==> config.mk <==
export PLATFORM = sky130hd
export DESIGN_NAME = exp_ctrl_fsm_flat
export DESIGN_NICKNAME = d
export VERILOG_FILES = /design/src/rtl/exp_ctrl_if.sv /design/src/rtl/exp_ctrl_fsm.sv /design/src/flat_wrapper.sv
export SDC_FILE = /design/constraint.sdc
export NUM_CORES = 1
export LEC_CHECK = 0
export ABC_AREA = 1
export BUFFER_PORTS_ARGS = -buffer_cell sky130_fd_sc_hd__buf_2
export CORE_AREA = 2 2 39 41
export CTS_CLUSTER_DIAMETER = 150
export DETAILED_ROUTE_END_ITERATION = 10
export DIE_AREA = 0 0 41 43
export PLACE_DENSITY = 0.7
export SLEW_MARGIN = 10
export SYNTH_ARGS = -nofsm -noshare
export SYNTH_HDL_FRONTEND = slang
export SYNTH_SLANG_ARGS = --single-unit
==> constraint.sdc <==
create_clock -name clk -period 1.4 [get_ports clk]
set_clock_uncertainty 0.1 [all_clocks]
set_input_delay 0.28 -clock clk [delete_from_list [all_inputs] [get_ports clk]]
set_output_delay 0.28 -clock clk [all_outputs]
set_load 0.005 [all_outputs]
==> src/rtl/exp_ctrl_if.sv <==
// Control/status bundle between exp_ctrl_fsm, its start/ready requester and the
// series-expansion datapath. master = controller side, slave = requester/datapath side.
interface exp_ctrl_if;
  logic start;
  logic mode_in;
  logic done;
  logic gt;
  logic ready;
  logic out_valid;
  logic counter_en;
  logic sel_1;
  logic sel_2;
  logic sel_x;
  logic sel_t;
  logic load_x;
  logic load_m;
  logic load_t;
  logic mode;
  logic abort;

  modport master (
    input  start, mode_in, done, gt,
    output ready, out_valid, counter_en, sel_1, sel_2, sel_x, sel_t,
           load_x, load_m, load_t, mode, abort
  );

  modport slave (
    output start, mode_in, done, gt,
    input  ready, out_valid, counter_en, sel_1, sel_2, sel_x, sel_t,
           load_x, load_m, load_t, mode, abort
  );
endinterface

==> src/rtl/exp_ctrl_fsm.sv <==
// Moore controller for the series-expansion datapath: load X, init T, then
// MULX/MULC/ACC per term until done, !gt or MAX_TERMS. Optional watchdog: EXP_CTRL_WDOG_EN.
module exp_ctrl_fsm #(
  parameter int MAX_TERMS   = 8,
  parameter int WDOG_CYCLES = 64
) (
  input logic        clk,
  input logic        rst,
  exp_ctrl_if.master bus
);

  typedef enum logic [2:0] {
    S_IDLE,
    S_LOAD,
    S_INIT,
    S_MULX,
    S_MULC,
    S_ACC,
    S_FIN
  } state_t;

  localparam int                ITER_W   = $clog2(MAX_TERMS + 1);
  localparam logic [ITER_W-1:0] ITER_MAX = ITER_W'(MAX_TERMS);

  state_t            state;
  state_t            state_nxt;
  logic [ITER_W-1:0] iter_cnt;
  logic              mode_q;
  logic              accept;
  logic              last_term;
  logic              wdog_hit;

  assign accept    = (state == S_IDLE) && bus.start;
  assign last_term = (iter_cnt >= ITER_MAX - 1'b1);

`ifdef EXP_CTRL_WDOG_EN
  localparam int                WDOG_W    = $clog2(WDOG_CYCLES + 1);
  localparam logic [WDOG_W-1:0] WDOG_LAST = WDOG_W'(WDOG_CYCLES - 1);

  logic [WDOG_W-1:0] wdog_cnt;

  // Counts non-IDLE cycles of the current run; hit flags the WDOG_CYCLES-th one.
  always_ff @(posedge clk) begin
    if (rst) begin
      wdog_cnt <= '0;
    end else if (accept) begin
      wdog_cnt <= '0;
    end else if (state != S_IDLE && wdog_cnt != WDOG_LAST) begin
      wdog_cnt <= wdog_cnt + 1'b1;
    end
  end

  assign wdog_hit = (state != S_IDLE) && (wdog_cnt == WDOG_LAST);
`else
  logic wdog_unused;
  assign wdog_unused = (WDOG_CYCLES > 0);
  assign wdog_hit    = 1'b0;
`endif

  // NOTE: sequential state uses non-blocking (<=) so every flop samples pre-edge values.
  always_ff @(posedge clk) begin
    if (rst) begin
      state    <= S_IDLE;
      iter_cnt <= '0;
      mode_q   <= 1'b0;
    end else begin
      state <= state_nxt;
      if (accept) begin
        mode_q <= bus.mode_in;
      end
      if (state == S_INIT) begin
        iter_cnt <= '0;
      end else if (state == S_ACC && iter_cnt != ITER_MAX) begin
        iter_cnt <= iter_cnt + 1'b1;
      end
    end
  end

  // NOTE: every output and next-state gets a default before the case, so no latch is inferred.
  always_comb begin
    state_nxt      = state;
    bus.ready      = 1'b0;
    bus.out_valid  = 1'b0;
    bus.counter_en = 1'b0;
    bus.sel_1      = 1'b0;
    bus.sel_2      = 1'b0;
    bus.sel_x      = 1'b0;
    bus.sel_t      = 1'b0;
    bus.load_x     = 1'b0;
    bus.load_m     = 1'b0;
    bus.load_t     = 1'b0;

    unique case (state)
      S_IDLE: begin
        bus.ready = 1'b1;
        if (bus.start) begin
          state_nxt = S_LOAD;
        end
      end
      S_LOAD: begin
        bus.load_x = 1'b1;
        state_nxt  = S_INIT;
      end
      S_INIT: begin
        bus.load_t = 1'b1;
        state_nxt  = S_MULX;
      end
      S_MULX: begin
        bus.sel_1  = 1'b1;
        bus.load_m = 1'b1;
        state_nxt  = S_MULC;
      end
      S_MULC: begin
        bus.sel_1  = 1'b1;
        bus.sel_2  = 1'b1;
        bus.load_t = 1'b1;
        bus.sel_t  = 1'b1;
        state_nxt  = S_ACC;
      end
      S_ACC: begin
        bus.counter_en = 1'b1;
        if (bus.done || !bus.gt || last_term) begin
          state_nxt = S_FIN;
        end else begin
          state_nxt = S_MULX;
        end
      end
      S_FIN: begin
        bus.out_valid = !wdog_hit;
        state_nxt     = S_IDLE;
      end
      default: begin
        state_nxt = S_IDLE;
      end
    endcase

    // Watchdog overrides whatever the sequence wanted this cycle.
    if (wdog_hit) begin
      state_nxt = S_IDLE;
    end
  end

  assign bus.mode  = mode_q;
  assign bus.abort = wdog_hit;

endmodule

==> src/flat_wrapper.sv <==
// flat-port wrapper written by rule: the top's interface ports become plain ports
module exp_ctrl_fsm_flat 
#(
  parameter int MAX_TERMS   = 8,
  parameter int WDOG_CYCLES = 64
)
  (clk, rst, bus_start, bus_mode_in, bus_done, bus_gt, bus_ready, bus_out_valid, bus_counter_en, bus_sel_1, bus_sel_2, bus_sel_x, bus_sel_t, bus_load_x, bus_load_m, bus_load_t, bus_mode, bus_abort);
  exp_ctrl_if bus_i ();
  input logic clk;
  input logic rst;
  input wire logic [$bits(bus_i.start)-1:0] bus_start;
  input wire logic [$bits(bus_i.mode_in)-1:0] bus_mode_in;
  input wire logic [$bits(bus_i.done)-1:0] bus_done;
  input wire logic [$bits(bus_i.gt)-1:0] bus_gt;
  output wire logic [$bits(bus_i.ready)-1:0] bus_ready;
  output wire logic [$bits(bus_i.out_valid)-1:0] bus_out_valid;
  output wire logic [$bits(bus_i.counter_en)-1:0] bus_counter_en;
  output wire logic [$bits(bus_i.sel_1)-1:0] bus_sel_1;
  output wire logic [$bits(bus_i.sel_2)-1:0] bus_sel_2;
  output wire logic [$bits(bus_i.sel_x)-1:0] bus_sel_x;
  output wire logic [$bits(bus_i.sel_t)-1:0] bus_sel_t;
  output wire logic [$bits(bus_i.load_x)-1:0] bus_load_x;
  output wire logic [$bits(bus_i.load_m)-1:0] bus_load_m;
  output wire logic [$bits(bus_i.load_t)-1:0] bus_load_t;
  output wire logic [$bits(bus_i.mode)-1:0] bus_mode;
  output wire logic [$bits(bus_i.abort)-1:0] bus_abort;
  assign bus_i.start = bus_start;
  assign bus_i.mode_in = bus_mode_in;
  assign bus_i.done = bus_done;
  assign bus_i.gt = bus_gt;
  assign bus_ready = bus_i.ready;
  assign bus_out_valid = bus_i.out_valid;
  assign bus_counter_en = bus_i.counter_en;
  assign bus_sel_1 = bus_i.sel_1;
  assign bus_sel_2 = bus_i.sel_2;
  assign bus_sel_x = bus_i.sel_x;
  assign bus_sel_t = bus_i.sel_t;
  assign bus_load_x = bus_i.load_x;
  assign bus_load_m = bus_i.load_m;
  assign bus_load_t = bus_i.load_t;
  assign bus_mode = bus_i.mode;
  assign bus_abort = bus_i.abort;
  exp_ctrl_fsm #(.MAX_TERMS(MAX_TERMS), .WDOG_CYCLES(WDOG_CYCLES)) u_core (.clk(clk), .rst(rst), .bus(bus_i));
endmodule
### After elaboration in Yosys (flattened, before gate mapping)

Cells that the tools add are included.

* add/sub/neg operators: 1
* order comparisons: 1
* equality and inequality tests: 8
* muxes and demuxes: 11
* reductions and logical operators: 9

Operators with widths (number)
* 3-bit case mux with 6 select lines: 1
* 3-bit == test, second input constant: 3
* 1-bit two-way mux: 8
* 3-bit by 2-bit == test with 1-bit output, second input constant: 2
* 3-bit two-way mux: 2
* 2-bit OR reduction: 3
* 4-bit by 1-bit adder with 4-bit output, second input constant: 1
* 4-bit by 3-bit greater-or-equal comparator with 1-bit output, second input constant: 1
* 4-bit != test, second input constant: 1
* 3-bit by 1-bit == test with 1-bit output, second input constant: 1
* 3-bit logical NOT: 1
* 1-bit logical AND: 2
* 1-bit logical OR: 2
* 2-bit != test, second input constant: 1
* 1-bit logical NOT: 1

* flip-flop bits (word level): 8
* bits of input ports: 6
* logic and storage cells: 33

### Logic depth before layout (Yosys ltp)

* word-level depth: 5
* gate-level depth with buffers: 7
* depth with buffers taken out: 7

### Worst setup path after synthesis

OpenSTA, ideal clock, no wires.

* path type: reg2reg
* start point: reg u_core.iter_cnt[0]
* end point: reg u_core.iter_cnt[1]
* arrival time: 992 ps
* slack: 238 ps
* cell stages (with the launch flop): 8
* path through: dfxtp_1 > inv_1 > ha_1 > nand3_2 > inv_1 > nor2_2 > nand2_1 > a21oi_1

* word-level cells in the longest chain between the ends: 2
* elaborated cells on any way between the ends: 3

RTL lines
* from (decl): line exp_ctrl_fsm.sv:27 `logic [ITER_W-1:0] iter_cnt;`
* from (signal assigned): line exp_ctrl_fsm.sv:74 `iter_cnt <= iter_cnt + 1'b1;`
* parallel branches: the longest is 2 deep, another holds 4-bit by 1-bit adder with 4-bit output

Several ways; the timed one is not identified.
A chain may end at the register's enable or synchronous reset.

### Worst setup path in the final report

* start point: reg u_core.state[2]
* end point: out bus_out_valid

* word-level cells in the longest chain between the ends: 2

RTL lines
* from (decl): line exp_ctrl_fsm.sv:25 `state_t state;`
* from (signal assigned): line exp_ctrl_fsm.sv:67 `state <= state_nxt;`
* 3-bit == test: line exp_ctrl_fsm.sv:93 `unique case (state)`
* 1-bit two-way mux: line exp_ctrl_fsm.sv:93
* to (decl): line flat_wrapper.sv:16 `output wire logic [$bits(bus_i.out_valid)-1:0] bus_out_valid;`

No other way between the ends.

==> results.md <==
- EDFF count, synth: 0
- Leakage: between 0.3 and 0.4 nW
- Synthesized area: 495 sq um
- Vias: 507
- Critical Path Slowest Stage Cell: dfxtp_4
- Port buffer count: 15
- Flop-to-flop setup slack: around 0.15 ns
- Top FF cell, synth: dfxtp_1
- Die Area: between 1500 and 2000 sq um
- # placed instances: roughly 110
- Synth top cells by count: nand2_1 (21), inv_1 (11), a21oi_1 (8), dfxtp_1 (8), nand3_1 (6)
- Seq/Total Area, Yosys: between 30 and 40%
- CP required: 1.02 ns
- First-pass GRT wire length: 1860 um
- Non-Filler Instances: ~110
- Initial antenna violation count: 0
- Maxcap violations: 0
- Diodes inserted: 0
- Status: finished, final reports clean
- Async set or reset register ratio after synthesis: 0%
- Setup CP Type: reg -> out
- Filler cell count: 154
- Critical-path cell list: inv_2, nor3_1, buf_2
- Flops & latches, synth: 8
- Root Buffer: clkbuf_4
- Buf/Inv on CP: 2
- Top cell type by total area after synthesis: dfxtp_1
- DPL Wire Length: a little under 900 um
- P per Cell Area: 817 nW/um^2
- Largest delay share family, worst path: flip-flops
- R2r endpoint: u_core.iter_cnt[3]
- Synth Instances: 77
- Reg2Reg Depth: 7
- Critical Path Fanout Max: 6
- WHS Path Cells: 2
- Die span in y: around 43 um
- Top-level port count: 18
- Syn Area/Cell: around 6.4 sq um
- Fin area: between 600 and 700 sq um
- Worst-skew pair later-pin latency: between 0.2 and 0.3 ns
- Post-DR wirelength/cell: 10.0 um
- Final WS setup: 0.0173 ns
- YS warnings: 0
- FP Rows: 14
- Clock sinks: 8
- Clk slew on worst S/H paths: ~0.060 ns
- Routability cong.: roughly 0.76
- Final hold vios: 0
- Largest net degree at the start of global routing: 8
- DRT Pass-1 Iters: 3
- Layout Nets: 106
- # DRC: 0
- Worst stage delay on the critical path: 0.38 ns
- CTS tree: yes
- Worst Hold Class: in -> reg
- H-tree lvl count: 1
- Core ar.: 1380 sq um
- Initial Util: 35.8%
- Share of the synthesized area in the top cell type: between 30% and 40%
- Final min period: approximately 1.4 ns
- Detailed Route WL: ~1100 um
- Via-to-Cell Ratio: 4.53
- FF-to-FF Start: u_core.iter_cnt[0]
- Hold Buf Count CTS: 0
- DRT iter0 DRCs: 7
- Total CTS buffers: 3
- Die X: 41 um
- Number of global-route vias before repair: between 400 and 500
- Setup crit end kind: primary output
- Sink of the worst hold path: u_core.bus.mode
- Grt ovf: 0
- Final Cycle Share: between 90 and 100%
- Worst VDD drop: approximately 0.45 mV
- Post-DP Area: 572 sq um
- Routed Antenna Nets: 0
- P&R area growth vs syn: 32.3%
- Worst slack, placed: roughly 0.12 ns
- Top-count cell post-synth: nand2_1
- GRT Total Usage: between 10% and 20%
- Fraction of layout cells with a size suffix above 1: a little over two fifths
- Max frequency: 723 MHz
- Netlist cell types: 17
- Worst hold path startpoint: rst
- # setup viols final: 0
- CP Launch Type: flip-flop
- Synth area leaders: dfxtp_1 (32%), nand2_1 (16%), inv_1 (8.3%)
- Fin. max-slew vios: 0
- Unrepaired setup endpoints after global routing: yes
- Crit path arrival time: 1.00 ns
- Clock buffer depth: 2
## final cells by class
type                    count  area (sq um)  share of cell area (%)
well taps                  16          20.0                    3.05
clock buffers               3          22.5                    3.44
multi-input cells          53           287                    43.7
inverters                  14          55.1                    8.40
flip-flops and latches      8           174                    26.5
repair buffers             18          97.6                    14.9
## layout by cell type (no fill, tap or decap)
master / n
nand2_1: 18
buf_2: 15
inv_1: 9
a21oi_1: 8
nand3_1: 6
inv_2: 4
nand2_2: 4
nor2_1: 3
clkbuf_4: 3
buf_4: 3
dfxtp_1: 3
dfxtp_4: 3
nand3_2: 2
nor2_4: 2
nand4_1: 2
ha_1: 2
conb_1: 2
dfxtp_2: 2
inv_4: 1
nor3_1: 1
nor2_2: 1
o21ai_0: 1
a21oi_2: 1
## metal layers
metal	up-vias	global-route usage, %	part of all wire [%]
li1	278	-	-
met1	217	17.7	41
met2	10	24.7	52
met3	2	4.71	4.6
met4	0	12.0	1.5
met5	-	0	0
## worst reg2reg max path: stages, from the launching register on
cell and delay [ns]:
dfxtp_2 0.35, inv_1 0.07, ha_1 0.21, nand3_2 0.11, inv_1 0.06, nor2_2 0.09
nand2_1 0.07, a21oi_1 0.12
## state kept, by name (all words and copies together) (netlist names)
register and cells:
u_core.bus.mode 1, u_core.iter_cnt 4, u_core.state 3
## power breakdown
group | internal (mW) | leakage, nW | total, mW | switching, mW
Sequential | 0.238 | 0.0681 | 0.258 | 0.0198
Clock | 0.0981 | 0.0138 | 0.177 | 0.0785
Combinational | 0.0466 | 0.251 | 0.101 | 0.0541
Total | 0.383 | 0.333 | 0.535 | 0.152
## how the worst max path moves through the flow
stage / startpoint / end / slack (ns) / depth (start not counted)
finish: u_core.state[2] / bus_out_valid / 0.02 / 3
global route: u_core.state[0] / bus_load_t / -0.05 / 4
CTS: u_core.state[2] / bus_out_valid / 0.005 / 3
detailed placement: u_core.iter_cnt[0] / u_core.iter_cnt[3] / 0.12 / 7
global placement: u_core.state[2] / bus_out_valid / 0.17 / 3
floorplan: u_core.iter_cnt[0] / u_core.iter_cnt[1] / 0.24 / 7
## logic make-up after synthesis
logic type	count (synthesis)	synth area share, %
simple gates	39	35.9
buf+inv	17	15.2
compound gates	10	10.9
flops	8	32.3
fa+ha+maj	2	5.05
other cells	1	0.757
## metrics by stage
stage | setup TNS [ns] | util, % | total power [mW] | hold slack [ns]
global placement | 0 | 41.3 | 0.339 | 0.359
global route | -0.298 | 47.4 | 0.571 | 0.127
finish | 0 | 47.4 | 0.535 | 0.134
detailed placement | 0 | 41.3 | 0.341 | 0.364
CTS | 0 | 45.2 | 0.541 | 0.122
floorplan | 0 | - | 0.309 | 0.242
## what timing repair did
action | 4_1_cts | 5_1_grt
buffers inserted | 1 | 2
pin swaps | 1 | 3
endpoints found under the setup margin | 9 | 11
cloned | 0 | 0
resized for setup | 12 | 6
No activity file was read; power rests on OpenSTA's default activity.
